## config.mk

```make
export PLATFORM = sky130hd
export DESIGN_NAME = collision_event_manager_flat
export DESIGN_NICKNAME = d
export VERILOG_FILES = /design/src/rtl/collision_pkg.sv /design/src/rtl/collision_event_manager_if.sv /design/src/rtl/collision_event_manager_src_latch.sv /design/src/rtl/collision_event_manager.sv /design/src/flat_wrapper.sv
export SDC_FILE = /design/constraint.sdc
export NUM_CORES = 1
export LEC_CHECK = 0
export ABC_AREA = 1
export BUFFER_PORTS_ARGS = -buffer_cell sky130_fd_sc_hd__buf_2
export CAP_MARGIN = 20
export CORE_MARGIN = 8
export CORE_UTILIZATION = 35
export DETAILED_ROUTE_END_ITERATION = 10
export SLEW_MARGIN = 0
export SYNTH_ARGS = -nofsm -noshare
export SYNTH_HDL_FRONTEND = slang
export SYNTH_SLANG_ARGS = --single-unit
```

## constraint.sdc

```tcl
create_clock -name clk -period 4.32 [get_ports clk]
set_clock_uncertainty 0.1 [all_clocks]
set_input_delay 0.216 -clock clk [delete_from_list [all_inputs] [get_ports clk]]
set_output_delay 0.216 -clock clk [all_outputs]
set_load 0.02 [all_outputs]
```

## src/rtl/collision_pkg.sv

```systemverilog
// Shared types for the collision event manager: source ids, FSM states, event record.
// Optional coordinate capture is controlled by COLL_CAPTURE_XY_EN in the design files.
package collision_pkg;

  localparam int unsigned NUM_SRC_DEF = 4;
  localparam int unsigned CNT_W_DEF   = 8;
  localparam int unsigned COORD_W_DEF = 11;

  typedef enum logic [1:0] {
    SRC_SHOT_ALIEN   = 2'd0,
    SRC_BOMB_PLAYER  = 2'd1,
    SRC_ALIEN_PLAYER = 2'd2,
    SRC_SHOT_SHIELD  = 2'd3
  } coll_src_t;

  typedef enum logic [1:0] {
    ST_IDLE,
    ST_SCAN,
    ST_PRESENT
  } coll_state_t;

  typedef struct packed {
    coll_src_t                src;
    logic [CNT_W_DEF-1:0]     count;
    logic [COORD_W_DEF-1:0]   x;
    logic [COORD_W_DEF-1:0]   y;
  } coll_event_t;

endpackage

```

## src/rtl/collision_event_manager_if.sv

```systemverilog
// Event valid/ack handshake between the collision manager (master) and game logic (slave).
interface collision_event_manager_if #(
  parameter int unsigned NUM_SRC = 4,
  parameter int unsigned CNT_W   = 8,
  parameter int unsigned COORD_W = 11
);
  localparam int unsigned SRC_W = (NUM_SRC > 1) ? $clog2(NUM_SRC) : 1;

  logic               eventValid;
  logic [SRC_W-1:0]   eventSrc;
  logic [CNT_W-1:0]   eventCount;
  logic [COORD_W-1:0] eventX;
  logic [COORD_W-1:0] eventY;
  logic               eventAck;

  modport master (
    output eventValid, eventSrc, eventCount, eventX, eventY,
    input  eventAck
  );

  modport slave (
    input  eventValid, eventSrc, eventCount, eventX, eventY,
    output eventAck
  );
endinterface

```

## src/rtl/collision_event_manager_src_latch.sv

```systemverilog
// One collision source: collect bank (hit flag, saturating count) and report bank.
// COLL_CAPTURE_XY_EN adds first-hit coordinate capture per frame.
module collision_src_latch
  import collision_pkg::*;
#(
  parameter int unsigned CNT_W   = CNT_W_DEF,
  parameter int unsigned COORD_W = COORD_W_DEF
) (
  input  logic               clk,
  input  logic               resetN,
  input  logic               i_collide,
  input  logic               i_sof,
  input  logic               i_xfer,
  input  logic               i_clr,
  input  logic [COORD_W-1:0] i_x,
  input  logic [COORD_W-1:0] i_y,
  output logic               o_hit,
  output logic               o_rep_hit,
  output logic [CNT_W-1:0]   o_rep_cnt,
  output logic [COORD_W-1:0] o_rep_x,
  output logic [COORD_W-1:0] o_rep_y
);
  localparam logic [CNT_W-1:0] CNT_MAX = '1;

  logic             r_hit;
  logic [CNT_W-1:0] r_cnt;
  logic             r_rep_hit;
  logic [CNT_W-1:0] r_rep_cnt;

  // A collide coinciding with startOfFrame opens the new frame's collection.
  always_ff @(posedge clk or negedge resetN) begin
    if (!resetN) begin
      r_hit <= 1'b0;
      r_cnt <= '0;
    end else if (i_sof) begin
      r_hit <= i_collide;
      r_cnt <= i_collide ? CNT_W'(1) : '0;
    end else if (i_collide) begin
      r_hit <= 1'b1;
      if (r_cnt != CNT_MAX) r_cnt <= r_cnt + 1'b1;
    end
  end

  always_ff @(posedge clk or negedge resetN) begin
    if (!resetN) begin
      r_rep_hit <= 1'b0;
      r_rep_cnt <= '0;
    end else if (i_sof && i_xfer) begin
      r_rep_hit <= r_hit;
      r_rep_cnt <= r_cnt;
    end else if (i_clr) begin
      r_rep_hit <= 1'b0;
      r_rep_cnt <= '0;
    end
  end

`ifdef COLL_CAPTURE_XY_EN
  logic [COORD_W-1:0] r_x, r_y, r_rep_x, r_rep_y;

  always_ff @(posedge clk or negedge resetN) begin
    if (!resetN) begin
      r_x     <= '0;
      r_y     <= '0;
      r_rep_x <= '0;
      r_rep_y <= '0;
    end else begin
      if (i_sof) begin
        r_x <= i_collide ? i_x : '0;
        r_y <= i_collide ? i_y : '0;
      end else if (i_collide && !r_hit) begin
        r_x <= i_x;
        r_y <= i_y;
      end
      if (i_sof && i_xfer) begin
        r_rep_x <= r_x;
        r_rep_y <= r_y;
      end else if (i_clr) begin
        r_rep_x <= '0;
        r_rep_y <= '0;
      end
    end
  end

  assign o_rep_x = r_rep_x;
  assign o_rep_y = r_rep_y;
`else
  logic w_unused_xy;
  assign w_unused_xy = ^{i_x, i_y};
  assign o_rep_x     = '0;
  assign o_rep_y     = '0;
`endif

  assign o_hit     = r_hit;
  assign o_rep_hit = r_rep_hit;
  assign o_rep_cnt = r_rep_cnt;
endmodule

```

## src/rtl/collision_event_manager.sv

```systemverilog
// Turns per-pixel collide flags into per-frame events serialised over a valid/ack handshake.
// COLL_CAPTURE_XY_EN enables the pixel delay line and first-hit coordinate reporting.
module collision_event_manager
  import collision_pkg::*;
#(
  parameter int unsigned NUM_SRC  = NUM_SRC_DEF,
  parameter int unsigned CNT_W    = CNT_W_DEF,
  parameter int unsigned COORD_W  = COORD_W_DEF,
  parameter int unsigned COLL_LAT = 1
) (
  input  logic                 clk,
  input  logic                 resetN,
  input  logic                 startOfFrame,
  input  logic [NUM_SRC-1:0]   collide,
  input  logic [COORD_W-1:0]   pixelX,
  input  logic [COORD_W-1:0]   pixelY,
  collision_event_manager_if.master evt,
  output logic                 frameOverrun
);
  localparam int unsigned SRC_W = (NUM_SRC > 1) ? $clog2(NUM_SRC) : 1;

  logic [COORD_W-1:0] w_xd, w_yd;

`ifdef COLL_CAPTURE_XY_EN
  logic [COORD_W-1:0] r_xd [COLL_LAT];
  logic [COORD_W-1:0] r_yd [COLL_LAT];

  always_ff @(posedge clk or negedge resetN) begin
    if (!resetN) begin
      for (int unsigned i = 0; i < COLL_LAT; i++) begin
        r_xd[i] <= '0;
        r_yd[i] <= '0;
      end
    end else begin
      r_xd[0] <= pixelX;
      r_yd[0] <= pixelY;
      for (int unsigned i = 1; i < COLL_LAT; i++) begin
        r_xd[i] <= r_xd[i-1];
        r_yd[i] <= r_yd[i-1];
      end
    end
  end

  assign w_xd = r_xd[COLL_LAT-1];
  assign w_yd = r_yd[COLL_LAT-1];
`else
  localparam int unsigned lat_unused = COLL_LAT;
  logic w_unused_pix;
  assign w_unused_pix = ^{pixelX, pixelY};
  assign w_xd = '0;
  assign w_yd = '0;
`endif

  coll_state_t        r_state, w_state_nxt;
  logic               r_valid, w_valid_nxt;
  logic [SRC_W-1:0]   r_src, w_src_nxt, w_sel;
  logic [CNT_W-1:0]   r_cnt, w_cnt_nxt;
  logic [COORD_W-1:0] r_x, w_x_nxt, r_y, w_y_nxt;
  logic               r_overrun, w_overrun_nxt;
  logic               w_sel_found;
  logic [NUM_SRC-1:0] w_hit, w_rep_hit, w_clr;
  logic [CNT_W-1:0]   w_rep_cnt [NUM_SRC];
  logic [COORD_W-1:0] w_rep_x [NUM_SRC];
  logic [COORD_W-1:0] w_rep_y [NUM_SRC];
  logic               w_xfer;

  // Report bank only reloads when the previous frame's events are fully drained.
  assign w_xfer = (r_state == ST_IDLE);

  for (genvar g = 0; g < NUM_SRC; g++) begin : g_src
    collision_src_latch #(.CNT_W(CNT_W), .COORD_W(COORD_W)) u_latch (
      .clk       (clk),
      .resetN    (resetN),
      .i_collide (collide[g]),
      .i_sof     (startOfFrame),
      .i_xfer    (w_xfer),
      .i_clr     (w_clr[g]),
      .i_x       (w_xd),
      .i_y       (w_yd),
      .o_hit     (w_hit[g]),
      .o_rep_hit (w_rep_hit[g]),
      .o_rep_cnt (w_rep_cnt[g]),
      .o_rep_x   (w_rep_x[g]),
      .o_rep_y   (w_rep_y[g])
    );
  end

  always_comb begin
    w_sel       = '0;
    w_sel_found = 1'b0;
    for (int unsigned i = NUM_SRC; i > 0; i--) begin
      if (w_rep_hit[i-1]) begin
        w_sel       = SRC_W'(i-1);
        w_sel_found = 1'b1;
      end
    end
  end

  always_comb begin
    w_state_nxt   = r_state;
    w_valid_nxt   = r_valid;
    w_src_nxt     = r_src;
    w_cnt_nxt     = r_cnt;
    w_x_nxt       = r_x;
    w_y_nxt       = r_y;
    w_clr         = '0;
    w_overrun_nxt = startOfFrame && (r_state != ST_IDLE) && (|w_hit);
    unique case (r_state)
      ST_IDLE: begin
        if (startOfFrame && (|w_hit)) w_state_nxt = ST_SCAN;
      end
      ST_SCAN: begin
        if (w_sel_found) begin
          w_state_nxt = ST_PRESENT;
          w_valid_nxt = 1'b1;
          w_src_nxt   = w_sel;
          w_cnt_nxt   = w_rep_cnt[w_sel];
          w_x_nxt     = w_rep_x[w_sel];
          w_y_nxt     = w_rep_y[w_sel];
        end else begin
          w_state_nxt = ST_IDLE;
        end
      end
      ST_PRESENT: begin
        if (evt.eventAck) begin
          w_clr[r_src] = 1'b1;
          w_valid_nxt  = 1'b0;
          w_src_nxt    = '0;
          w_cnt_nxt    = '0;
          w_x_nxt      = '0;
          w_y_nxt      = '0;
          w_state_nxt  = (|(w_rep_hit & ~w_clr)) ? ST_SCAN : ST_IDLE;
        end
      end
      default: w_state_nxt = ST_IDLE;
    endcase
  end

  always_ff @(posedge clk or negedge resetN) begin
    if (!resetN) begin
      r_state   <= ST_IDLE;
      r_valid   <= 1'b0;
      r_src     <= '0;
      r_cnt     <= '0;
      r_x       <= '0;
      r_y       <= '0;
      r_overrun <= 1'b0;
    end else begin
      r_state   <= w_state_nxt;
      r_valid   <= w_valid_nxt;
      r_src     <= w_src_nxt;
      r_cnt     <= w_cnt_nxt;
      r_x       <= w_x_nxt;
      r_y       <= w_y_nxt;
      r_overrun <= w_overrun_nxt;
    end
  end

  assign evt.eventValid = r_valid;
  assign evt.eventSrc   = r_src;
  assign evt.eventCount = r_cnt;
  assign evt.eventX     = r_x;
  assign evt.eventY     = r_y;
  assign frameOverrun   = r_overrun;
endmodule
```

## src/flat_wrapper.sv

```systemverilog
// flat-port wrapper written by rule: the top's interface ports become plain ports
module collision_event_manager_flat import collision_pkg::*;
#(
  parameter int unsigned NUM_SRC  = NUM_SRC_DEF,
  parameter int unsigned CNT_W    = CNT_W_DEF,
  parameter int unsigned COORD_W  = COORD_W_DEF,
  parameter int unsigned COLL_LAT = 1
)
  (clk, resetN, startOfFrame, collide, pixelX, pixelY, frameOverrun, evt_eventValid, evt_eventSrc, evt_eventCount, evt_eventX, evt_eventY, evt_eventAck);
  collision_event_manager_if #(.NUM_SRC(NUM_SRC), .CNT_W(CNT_W), .COORD_W(COORD_W)) evt_i ();
  input  logic clk;
  input  logic resetN;
  input  logic startOfFrame;
  input  logic [NUM_SRC-1:0] collide;
  input  logic [COORD_W-1:0] pixelX;
  input  logic [COORD_W-1:0] pixelY;
  output logic frameOverrun;
  output wire logic [$bits(evt_i.eventValid)-1:0] evt_eventValid;
  output wire logic [$bits(evt_i.eventSrc)-1:0] evt_eventSrc;
  output wire logic [$bits(evt_i.eventCount)-1:0] evt_eventCount;
  output wire logic [$bits(evt_i.eventX)-1:0] evt_eventX;
  output wire logic [$bits(evt_i.eventY)-1:0] evt_eventY;
  input wire logic [$bits(evt_i.eventAck)-1:0] evt_eventAck;
  assign evt_eventValid = evt_i.eventValid;
  assign evt_eventSrc = evt_i.eventSrc;
  assign evt_eventCount = evt_i.eventCount;
  assign evt_eventX = evt_i.eventX;
  assign evt_eventY = evt_i.eventY;
  assign evt_i.eventAck = evt_eventAck;
  collision_event_manager #(.NUM_SRC(NUM_SRC), .CNT_W(CNT_W), .COORD_W(COORD_W), .COLL_LAT(COLL_LAT)) u_core (.clk(clk), .resetN(resetN), .startOfFrame(startOfFrame), .collide(collide), .pixelX(pixelX), .pixelY(pixelY), .evt(evt_i), .frameOverrun(frameOverrun));
endmodule
```

---- Word level (Yosys, flattened, before mapping) ----
Index checks and enable logic that the tools add are counted.
storage, ports and cells
  register bits after elaboration ......... 97
  input bits .............................. 30
  word-level logic and storage cells ...... 144
operators by class
  add/sub/neg operators ................... 4
  magnitude comparators ................... 3
  equal/unequal tests ..................... 9
  mux-type cells .......................... 75
  bitwise logic cells ..................... 3
  reductions and logical operators ........ 28
operators by type and width
  operator               count
  $mux W8                24
  $mux W11               4
  $add A8 B1 Y8 const B  4
  $ne A8 B8 Y1 const B   4
  $mux W1                28
  $reduce_bool A2 Y1     14
  $bmux W11 S2           1
  $pmux W11 S2           1
  $mux W2                9
  $bmux W8 S2            1
  $pmux W8 S2            1
  $reduce_and A2 Y1      5
  $mux W4                2
  $reduce_or A4 Y1       2
  $pmux W2 S3            1
  $logic_and A1 B1 Y1    5
  $and A4 B4 Y4          1
  $ne A2 B1 Y1 const B   2
  $not A4 Y4             1
  $pmux W2 S2            1
  $ge A3 B3 Y1 const B   1
  $lt A2 B3 Y1 const B   1
  $not A2 Y3             1
  $reduce_and A3 Y1      1
  other kinds (7)        7

---- Longest topological paths before layout ----
  depth after elaboration ................. 10
  gate-level depth with buffers ........... 9

---- Hierarchy ----
Synthesis repeated with hierarchy kept, for this count alone.
second synthesis, totals
  cells, all modules ...................... 881
  area total of the unflattened synthesis .. 6678.9 µm²
modules (own cells, without submodules)
  module                   instances  cells an instance  area an instance (µm²)  seq. area each (µm²)
  collision_src_latch      4          125                1049.8                  450.4
  collision_event_manager  1          381                2479.9                  900.9

---- Worst setup path before layout ----
Ideal clock, no wire load.
  path type ............................... reg-to-reg
  start point ............................. register u_core.g_src[1].u_latch.r_cnt[0]
  end point ............................... register u_core.g_src[1].u_latch.r_cnt[2]
  library setup time ...................... 0.117 ns
  arrival time ............................ 1.187 ns
  required time ........................... 4.103 ns
  slack ................................... 2.916 ns
  stages on the path, launching flop included .. 8
  period minus slack after synthesis ...... 1.404 ns
  cell sequence ........................... dfrtp_1 > ha_1 > nand3_1 > nand3b_1 > nand2_2 > inv_2 > nand2_1 > o21ai_2
between the ends
  word-level cells in the longest chain between the ends .. 4
  elaborated cells between the ends (all ways) .. 7
ends and longest elaborated chain
  element                 RTL line                                 RTL
  start, declared         collision_event_manager_src_latch.sv:26  logic [CNT_W-1:0] r_cnt;
  start signal, assigned  collision_event_manager_src_latch.sv:37  r_cnt <= i_collide ? CNT_W'(1) : '0;
  start signal, assigned  collision_event_manager_src_latch.sv:40  if (r_cnt != CNT_MAX) r_cnt <= r_cnt + 1'b1;
  $add A8 B1 Y8           collision_event_manager_src_latch.sv:40
  $mux W8                 collision_event_manager_src_latch.sv:40
  $mux W8                 collision_event_manager_src_latch.sv:38  end else if (i_collide) begin
  $mux W8                 collision_event_manager_src_latch.sv:35  end else if (i_sof) begin
Several ways; a longest one is shown, not always the timed one. The select of a mux whose other input is x is not followed.
A chain may end at the register's enable or synchronous reset.

---- Worst setup path after layout ----
  start point ............................. register u_core.r_state[1]
  end point ............................... register u_core.g_src[3].u_latch.r_rep_cnt[5]
between the ends
  word-level cells in the longest chain between the ends .. 3
  elaborated cells between the ends (all ways) .. 6
ends and longest elaborated chain
  element                                                         RTL line                                                                 RTL
  start, declared                                                 collision_event_manager.sv:54                                            coll_state_t r_state, w_state_nxt;
  start signal, assigned                                          collision_event_manager.sv:149                                           r_state <= w_state_nxt;
  $eq A2 B2 Y1 or $logic_not A2 Y1 (tied branches)                collision_event_manager.sv:108, collision_event_manager.sv:68
  $mux W4 or $logic_and A1 B1 Y1 (tied branches)                  collision_event_manager.sv:108, collision_event_manager_src_latch.sv:48
  $reduce_bool A2 Y1 (no source line) or $mux W8 (tied branches)  n/a
  end signal, assigned                                            collision_event_manager_src_latch.sv:50                                  r_rep_cnt <= r_cnt;
  end, declared                                                   collision_event_manager_src_latch.sv:28                                  logic [CNT_W-1:0] r_rep_cnt;
Several ways; a longest one is shown, not always the timed one.

==> flow_metrics.tcl <==
set metrics [dict create \
    clk_pin_slew_worst_paths_ns 0.06 \
    h-tree-depth 3 \
    die_h_um 131 \
    grt_pass1_vias 3438 \
    viasPerCell 4.88 \
    timing.reg2reg.setup_slack_ns 2.25 \
    worst-endpoint-arrival_ns 2.15 \
    total_routed_length_um 10000 \
    detail_route.first_pass.iterations 4 \
    worstReg2RegStart "u_core.r_state[1]" \
    rows 42 \
    post-dp-hpwl_um 7160 \
    worstRegToRegCells 4 \
    finalNonFillerCells 764 \
    holdBufCountCts 1 \
    yosys_most_used_dff "dfrtp_1" \
    cp-startpoint "u_core.r_state[1]" \
    cap_viol_max_count 0 \
    portBuffers 19 \
    run_status "finished clean" \
    path_class "flip-flop to flip-flop" \
    synth_edf_count 0 \
    share_of_the_yosys_chip_area_belonging_to_registers_pct 46.4 \
    fp.dieW_um 131 \
    power_density_mw_per_mm2 507 \
    vdd_ir_max_mv 0.236 \
    antenna_found_initial 0 \
    grt_start_max_net_pins 61 \
    slew_viol_final 0 \
    routedLengthMet1_um 4860 \
    synthCells 568 \
    final.min_clock_period_ns 2.07 \
    remaining_drc_errors 0 \
    grt_pass1_wl_um 16900 \
    post_cts_resized 0 \
    routed.top_layer "met4" \
    fp.dieArea_mm2 0.0172 \
    antenna_cells 0 \
    syn_avg_cell_area_um2 8.16 \
    detail-route-antenna-nets 0 \
    synthDistinctLibCells 36 \
    nets 617 \
    wl_per_cell_um 13.1 \
    worst_r2r_endpoint "u_core.g_src[3].u_latch.o_rep_cnt[5]" \
    grt.overflow.total 0 \
    setup-violations-final 0 \
    cts_setup_buffers 0 \
    synth_async_sr_flop_share_pct 100 \
    clock_path_buffers 2 \
    syn_to_final_growth_pct 9.23 \
    io-pin-count 64 \
    hp-class "input pin to flip-flop" \
    worst-slew-pin-transition_ns 1.00 \
    leakagePower_nw 2.42 \
    tritoncts "yes" \
    cp_data_required_time_ns 4.40 \
    place_inst 747 \
    final_min_period_over_clock_period_pct 47.8 \
    setup-tns-final_ns 0 \
    initial_utilization_pct 35.4 \
    worst_setup_path_end_kind "flip-flop" \
    number_of_filler_cells_placed_in_the_layout 1344 \
    track_usage_pct 12.4 \
    synth-warning-count 0 \
    relSlewSlack_pct 32.9 \
    root_buffer "clkbuf_16" \
    clk_lat_worst_skew_ns 0.34 \
    vias 3725 \
    drt-initial-drc-count 360 \
    wl_met2_um 4420 \
    post_synth_design_cell_area_mm2 0.00464 \
    power_mw 2.57 \
    routabilityCongestion 0.812 \
    cp-endpoint "u_core.g_src[3].u_latch.o_rep_cnt[5]" \
    cts_buffers 9 \
    core_area_mm2 0.0131 \
    cts.sink_count 86 \
    cp_max_fanout 60 \
    ys_seq_elements 86 \
    finalHoldViolations 0 \
    layout-drive-gt1-share_pct 12.2 \
    achievable-frequency_mhz 484 \
    start_kind "flip-flop" \
    grt_setup_unrepaired "false" \
    met3_wirelength_um 546 \
]
## worst max-delay path, cell delays in order, from the launching register on
cell and delay [ns]:
dfrtp_1 0.47, nor2_4 0.24, nand2_2 0.57, o21ai_4 0.37
o22ai_1 0.11
## logic make-up after synthesis
kind of cell    count (synthesis)  share of synthesized area (%)
fa+ha+maj                       4                           1.08
compound gates                 84                           10.6
simple gates                  277                           28.9
other cells                     1                         0.0809
flops                          86                           46.4
xor+xnor                        3                          0.567
buf+inv                       113                           12.4
## layer usage
layer / vias to the layer above / global-route usage, %
li1: 1870 / -
met1: 1778 / 16.7
met2: 64 / 18.8
met3: 13 / 2.43
met4: 0 / 5.81
met5: - / 0
## worst min-delay path by stage
stage	from	slack, ns	end	cells past startpoint
floorplan	resetN	-0.18	u_core.evt.eventCount[0]	0
global placement	resetN	0.19	u_core.g_src[2].u_latch.r_cnt[4]	1
detailed placement	resetN	0.20	u_core.g_src[2].u_latch.r_cnt[4]	1
CTS	collide[3]	0.007	u_core.g_src[3].u_latch.o_hit	2
global route	collide[2]	0.02	u_core.g_src[2].u_latch.o_hit	2
finish	collide[3]	0.01	u_core.g_src[3].u_latch.o_hit	2
## registers in the layout, indices dropped and copies added (netlist names)
signal	cells
u_core.g_src.u_latch.o_rep_cnt	32
u_core.g_src.u_latch.r_cnt	32
u_core.evt.eventCount	8
u_core.g_src.u_latch.o_hit	4
u_core.g_src.u_latch.o_rep_hit	4
u_core.evt.eventSrc	2
u_core.r_state	2
u_core.evt.eventValid	1
u_core.frameOverrun	1
## where the power goes
part	switching (mW)	total, mW	internal, mW
registers	0.105	1.04	0.934
logic	0.533	0.747	0.214
clock network	0.304	0.783	0.479
total	0.941	2.57	1.63
## cell type report
cell class / count / area, um2 / area share [%]
clock buffer: 13 / 260 / 5.14
clock inverter: 3 / 42.5 / 0.840
inverter: 75 / 284 / 5.61
multi-input combinational: 390 / 1990 / 39.3
sequential: 86 / 2150 / 42.5
tap: 176 / 220 / 4.35
timing repair buffer: 21 / 115 / 2.27
## stage by stage
step | area, um2 | hold WS [ns] | worst slack (ns) | utilization [%]
2_1_floorplan | 4710 | -0.180 | 2.92 | -
3_3_place_gp | 4750 | 0.194 | 2.30 | 36.3
3_5_place_dp | 4750 | 0.202 | 2.25 | 36.3
4_1_cts | 5060 | 0.00681 | 2.26 | 38.7
5_1_grt | 5060 | 0.0224 | 2.09 | 38.7
6_report | 5060 | 0.0149 | 2.25 | 38.7
## cell usage after synthesis (all sizes together), types with 3 or more instances
cell type | n | area, um2
nand2 | 123 | 497
nand3 | 112 | 598
dfrtp | 86 | 2150
inv | 75 | 284
o21ai | 64 | 354
buf | 35 | 278
nor2 | 21 | 93.8
nand4 | 13 | 81.3
o22ai | 9 | 56.3
ha | 4 | 50.1
nand3b | 4 | 30.0
o211ai | 4 | 30.0
a21oi | 3 | 15.0
clkbuf | 3 | 11.3
nor3 | 3 | 31.3
## cells in the final DEF, fill, tap and decap left out, drive strengths merged
master | Yosys | routed
o21ai | 64 | 64
clkbuf | 3 | 13
xor2 | 1 | 1
o21bai | 2 | 2
nand3b | 4 | 4
inv | 75 | 75
a21oi | 3 | 3
a21boi | 2 | 2
clkinv | 0 | 1
nor2 | 21 | 21
clkinvlp | 0 | 1
o22ai | 9 | 9
xnor2 | 2 | 2
nand4 | 13 | 13
nor3 | 3 | 3
ha | 4 | 4
dfrtp | 86 | 86
conb | 1 | 22
bufinv | 0 | 1
nand3 | 112 | 112
o211ai | 4 | 4
or2 | 1 | 1
dlygate4sd3 | 0 | 1
buf | 35 | 20
nand2 | 123 | 123
(Power assumes the default switching activity.)
